--- src/rtl/rng_pkg.sv ---
// Shared constants and types for the multi-channel game RNG.
package rng_pkg;

    // Channel FSM encoding; also exported on the ch_state debug port.
    typedef logic [1:0] ch_state_t;
    localparam ch_state_t IDLE = 2'd0;
    localparam ch_state_t PEND = 2'd1;
    localparam ch_state_t DONE = 2'd2;

    // Maximal-length right-shift Galois tap masks.
    localparam logic [31:0] TAPS_8  = 32'h0000_00B8;
    localparam logic [31:0] TAPS_16 = 32'h0000_B400;
    localparam logic [31:0] TAPS_24 = 32'h00E1_0000;
    localparam logic [31:0] TAPS_32 = 32'hA300_0000;

    // Tap mask for a supported LFSR width (8, 16, 24 or 32).
    function automatic logic [31:0] taps(input int width);
        case (width)
            8:       taps = TAPS_8;
            16:      taps = TAPS_16;
            24:      taps = TAPS_24;
            default: taps = TAPS_32;
        endcase
    endfunction

endpackage

--- src/rtl/rng_rr_arbiter.sv ---
// Round-robin arbiter: one-hot grant, priority starts just after the last winner.
module rng_rr_arbiter #(
    parameter int N = 2,
    localparam int PTR_W = (N > 1) ? $clog2(N) : 1
) (
    input  logic         clk,
    input  logic         reset,
    input  logic [N-1:0] req,
    output logic [N-1:0] grant
);

    logic [PTR_W-1:0] ptr;
    logic             found;

    // Pick the first requester at or above ptr, else wrap to the lowest index.
    always_comb begin
        grant = '0;
        found = 1'b0;
        for (int i = 0; i < N; i++) begin
            if (!found && req[i] && (PTR_W'(i) >= ptr)) begin
                grant[i] = 1'b1;
                found    = 1'b1;
            end
        end
        for (int i = 0; i < N; i++) begin
            if (!found && req[i]) begin
                grant[i] = 1'b1;
                found    = 1'b1;
            end
        end
    end

    // Move the priority pointer to the channel after the one just granted.
    always_ff @(posedge clk) begin
        if (reset) begin
            ptr <= '0;
        end else begin
            for (int i = 0; i < N; i++) begin
                if (grant[i]) ptr <= (i == N - 1) ? '0 : PTR_W'(i + 1);
            end
        end
    end

endmodule

--- src/rtl/rng_multi.sv ---
// Multi-channel range-limited PRNG: one shared Galois LFSR, per-channel draw FSMs.
//
// Handshake: req[c] is a level request. The FSM latches it when entering PEND;
// dropping req afterwards does not cancel the draw. When the draw resolves,
// valid[c] pulses for exactly one cycle and data[c] updates in that same
// cycle, then holds until the next valid. There is no back-pressure: the
// consumer must take data while valid is high or read the held value later.
module rng_multi
    import rng_pkg::*;
#(
    parameter int                WIDTH     = 8,
    parameter int                CHANNELS  = 2,
    parameter longint unsigned   LIMIT     = 12,
    parameter int                MAX_RETRY = 3,
    parameter logic [WIDTH-1:0]  SEED      = WIDTH'(8'h9B),
    localparam int               OUT_W     = $clog2(LIMIT + 1)
) (
    input  logic                      clk,
    input  logic                      reset,
    input  logic                      seed_load,
    input  logic [WIDTH-1:0]          seed,
    input  logic [CHANNELS-1:0]       req,
    output logic [CHANNELS-1:0]       valid,
    output logic [CHANNELS*OUT_W-1:0] data,
    output logic [WIDTH-1:0]          lfsr_state,
    output logic [2*CHANNELS-1:0]     ch_state
);

    localparam logic [WIDTH-1:0] TAPS      = WIDTH'(taps(WIDTH));
    localparam logic [OUT_W-1:0] LIM       = OUT_W'(LIMIT);
    // Fallback subtracts LIMIT+1; modulo-2^OUT_W arithmetic gives the exact
    // result because a rejected candidate is always above LIMIT.
    localparam logic [OUT_W-1:0] LIM_P1    = OUT_W'(LIMIT + 1);
    localparam logic [2:0]       RETRY_LIM = 3'(MAX_RETRY);

    logic [WIDTH-1:0]    state;
    logic [OUT_W-1:0]    cand;
    logic [OUT_W-1:0]    wrapped;
    logic                accept;
    logic [CHANNELS-1:0] pend;
    logic [CHANNELS-1:0] grant;

    // Free-running LFSR; reset, then reseed, take the place of the advance.
    always_ff @(posedge clk) begin
        if (reset) begin
            state <= SEED;
        end else if (seed_load) begin
            state <= (seed == '0) ? WIDTH'(1) : seed;
        end else if (state[0]) begin
            state <= (state >> 1) ^ TAPS;
        end else begin
            state <= state >> 1;
        end
    end

    assign lfsr_state = state;
    assign cand       = state[OUT_W-1:0];
    assign accept     = (cand <= LIM);
    assign wrapped    = cand - LIM_P1;

    rng_rr_arbiter #(.N(CHANNELS)) u_arb (
        .clk   (clk),
        .reset (reset),
        .req   (pend),
        .grant (grant)
    );

    for (genvar c = 0; c < CHANNELS; c++) begin : g_ch
        ch_state_t        st;
        logic [2:0]       retry_cnt;
        logic [OUT_W-1:0] dreg;

        // Per-channel draw FSM with bounded rejection sampling.
        always_ff @(posedge clk) begin
            if (reset) begin
                st        <= IDLE;
                retry_cnt <= '0;
                dreg      <= '0;
            end else begin
                case (st)
                    IDLE: if (req[c]) st <= PEND;
                    PEND: begin
                        if (grant[c]) begin
                            if (accept) begin
                                dreg      <= cand;
                                st        <= DONE;
                                retry_cnt <= '0;
                            end else if (retry_cnt < RETRY_LIM) begin
                                retry_cnt <= retry_cnt + 3'd1;
                            end else begin
                                dreg      <= wrapped;
                                st        <= DONE;
                                retry_cnt <= '0;
                            end
                        end
                    end
                    DONE:    st <= req[c] ? PEND : IDLE;
                    default: st <= IDLE;
                endcase
            end
        end

        assign pend[c]                 = (st == PEND);
        assign valid[c]                = (st == DONE);
        assign data[c*OUT_W +: OUT_W]  = dreg;
        assign ch_state[2*c +: 2]      = st;
    end

endmodule

--- config.mk ---
export PLATFORM = sky130hd
export DESIGN_NAME = rng_multi
export DESIGN_NICKNAME = d
export VERILOG_FILES = /design/src/rtl/rng_pkg.sv /design/src/rtl/rng_rr_arbiter.sv /design/src/rtl/rng_multi.sv
export SDC_FILE = /design/constraint.sdc
export NUM_CORES = 1
export LEC_CHECK = 0
export ABC_AREA = 1
export CAP_MARGIN = 0
export CELL_PAD_IN_SITES_DETAIL_PLACEMENT = 0
export CELL_PAD_IN_SITES_GLOBAL_PLACEMENT = 1
export CORE_UTILIZATION = 43
export DETAILED_ROUTE_END_ITERATION = 10
export DONT_BUFFER_PORTS = 1
export PLACE_DENSITY = 0.79
export SLEW_MARGIN = 15
export SYNTH_ARGS = -nofsm -noshare
export SYNTH_HDL_FRONTEND = slang
export SYNTH_HIERARCHICAL = 1
export SYNTH_SLANG_ARGS = --single-unit
--- constraint.sdc ---
create_clock -name clk -period 1.93 [get_ports clk]
set_input_delay 0.579 -clock clk [delete_from_list [all_inputs] [get_ports clk]]
set_output_delay 0.579 -clock clk [all_outputs]
set_load 0.05 [all_outputs]
==> impl_metrics.ini <==
[clock_network]
cts_resized = 0
cts_root_buf = clkbuf_4
postCtsSetupRepairBufs = 0
cts_htree_levels = 1
path_clk_slew_ns = 0.15
cts_tree = yes
clock-sinks = 27
cts_buffer_depth = 2
ctsHoldBuffers = 0
cts_buffers = 3
insertion_delay_ns = 0.33

[placement]
place_ws_ns = 0.425
portBuffers = 0
dp_cells = 222
place_area_um2 = 1460
gp_congestion = 0.743
place_hpwl_um = 2140

[detailed_routing]
wirelength_um = 2690
vias = 1167
dr.pass1.iters = 7
drc = 1
postRouteAntennaNets = 0
wl_per_cell_um = 11.9
drt_iter0_markers = 10
via_per_inst = 5.16

[synth]
yosys-mux-area-fraction_pct = 0
synth_area_leaders = dfxtp_1, nand2_1, nand3_1
yosys.area_share.simple_pct = 36.6
synth-xor-area-share_pct = 1.31
synth-seq-cells = 27
ys_async_sr_fraction_pct = 0
synth_top_family_by_area = simple AND/OR/NAND/NOR gates
synth_top_area_share_pct = 40.6
synth-edff-count = 0
yosys.area.top_type = dfxtp_1
yosysMostFrequentCell = nand2_1
ys_top_cells_by_count = nand2_1, dfxtp_1, inv_1, nand3_1, nor2_1
synth-seq-area-share_pct = 40.6
ys_warn_count = 6
syn_area_per_cell_um2 = 7.20
synthFlopType = dfxtp_1
synth.distinct_cells = 24
netlist_area_um2 = 1330
synth_compound_area_share_pct = 8.26
synthCells = 185
syn-num-nets = 202
synthAdderAreaFrac_pct = 3.76

[floorplanning]
dieArea_um2 = 3330
initial_utilization_pct = 46.7
die_height_um = 57.7
rows = 19
die_x_um = 57.7
fp.coreArea_um2 = 2850
ios = 35

[sta]
min_period_over_period_pct = 90.6
rsz0062_at_grt = no
finalClockSkew_ns = 0.0114
clock.fmax_ghz = 0.572
worst_pin_slew_ns = 0.535
maxSlewViolCount = 0
fin_hold_ws_ns = 0.296
fin_ws_ns = 0.181
finalHoldViolCount = 0
slew_headroom_pct = 64.3
finalSetupTns_ns = 0
fin_crit_ns = 1.75
finalSetupViolCount = 0

[worst_setup_path]
path_cells = inv_1 -> nor2_2 -> buf_12
worstSetupStartpointType = flop
endpoint_kind = primary output
crit_fanout = 3
cp_slowest_cell = dfxtp_1
crit_buf_inv = 2
crit_type = flop to primary output
cp.arrival_ns = 1.17
cp.required_ns = 1.35
worst_path_largest_cell_delay_ns = 0.48
cp_top_family = flip-flops

[job]
maxCapViolations = 0

[global_route]
grt_pass1_wl_um = 4700
antenna_found_initial = 0
grt_overflow = 0
grt_max_degree = 24
first_global_vias = 1109
grt_usage_pct = 18.0

[status]
status = complete, but fails checks
violations = design-rule violations

[final_layout]
fin_nets = 213
final_cells = 226
drive_gt1_share_pct = 18.5
n_antenna_cell = 0
fill_cells = 321
stdcell_area_um2 = 1490
syn_to_final_growth_pct = 11.5

[power_and_ir_drop]
powerDensity_nw_per_um2 = 779
p_leak_nw = 0.742
ir_worst_vdd_v = 0.000439

[worst_hold_path]
hp-class = input port to flop
-- cells by family after synthesis --
family / count (synthesis)
adders and majority gates: 4
and+or+nand+nor: 99
DFF: 27
AOI/OAI and AO/OA: 21
buffers and inverters: 32
xor gates and xnor gates: 2
-- final cells by class --
cell class / count / area [um2] / share of cell area, %
clock inverter: 1 / 7.51 / 0.505
sequential: 27 / 541 / 36.4
tap: 31 / 38.8 / 2.61
inverter: 28 / 105 / 7.08
timing repair buffer: 10 / 100 / 6.74
clock buffer: 3 / 22.5 / 1.52
multi-input combinational: 126 / 671 / 45.2
-- report_power, final --
part / switching (mW) / internal (mW) / total, mW
clock: 0.168 / 0.0793 / 0.248
combinational: 0.164 / 0.0797 / 0.244
sequential: 0.0718 / 0.593 / 0.665
total: 0.404 / 0.752 / 1.16
-- sequential cells by signal, summed over array words and instances, names as in the netlist --
signal and flops:
g_ch.dreg 8, lfsr_state 8, g_ch.retry_cnt 6, g_ch.st 4, u_arb/ptr 1
-- placed cells by master (no fill, tap or decap) --
master and n:
ha_1 4, nand3_1 22, or2_1 1, nand2_2 5, buf_4 8, nand2_1 39, clkbuf_4 3, o21ai_1 1
nor2_8 1, inv_2 4, dfxtp_1 27, a21oi_2 1, nand2_4 4, buf_12 2, a21oi_1 7, inv_1 24
and2_1 1, nor2_4 2, clkinvlp_4 1, nor2_1 18, o21ai_0 11, xor2_1 2, nor2_2 5, nand4_1 1
a31oi_1 1
-- path summary, 6_finish.rpt --
check,slack [ns],cells after the start,endpoint,start
worst max-delay path,0.18,3,valid[0],g_ch[0].st[1]
worst min-delay path,0.30,1,g_ch[0].st[1],reset
worst min register to register,0.50,2,u_arb/ptr,u_arb/ptr
worst max register to register,0.42,8,g_ch[1].dreg[2],g_ch[1].st[0]
-- metal layers --
| layer | GRT usage (%) | up-vias | share of wire (%) |
|---|---|---|---|
| li1 | - | 596 | - |
| met1 | 22.4 | 543 | 43 |
| met2 | 32.4 | 26 | 51 |
| met3 | 2.68 | 2 | 5.1 |
| met4 | 5.10 | 0 | 0.60 |
| met5 | 0 | - | 0 |
-- per-stage QoR --
stage	utilization, %	power (mW)
global route	52.1	1.22
finish	52.1	1.16
global placement	51.0	0.917
floorplan	-	0.871
detailed placement	51.0	0.925
CTS	52.1	1.17
No activity file was read; power rests on OpenSTA's default activity.
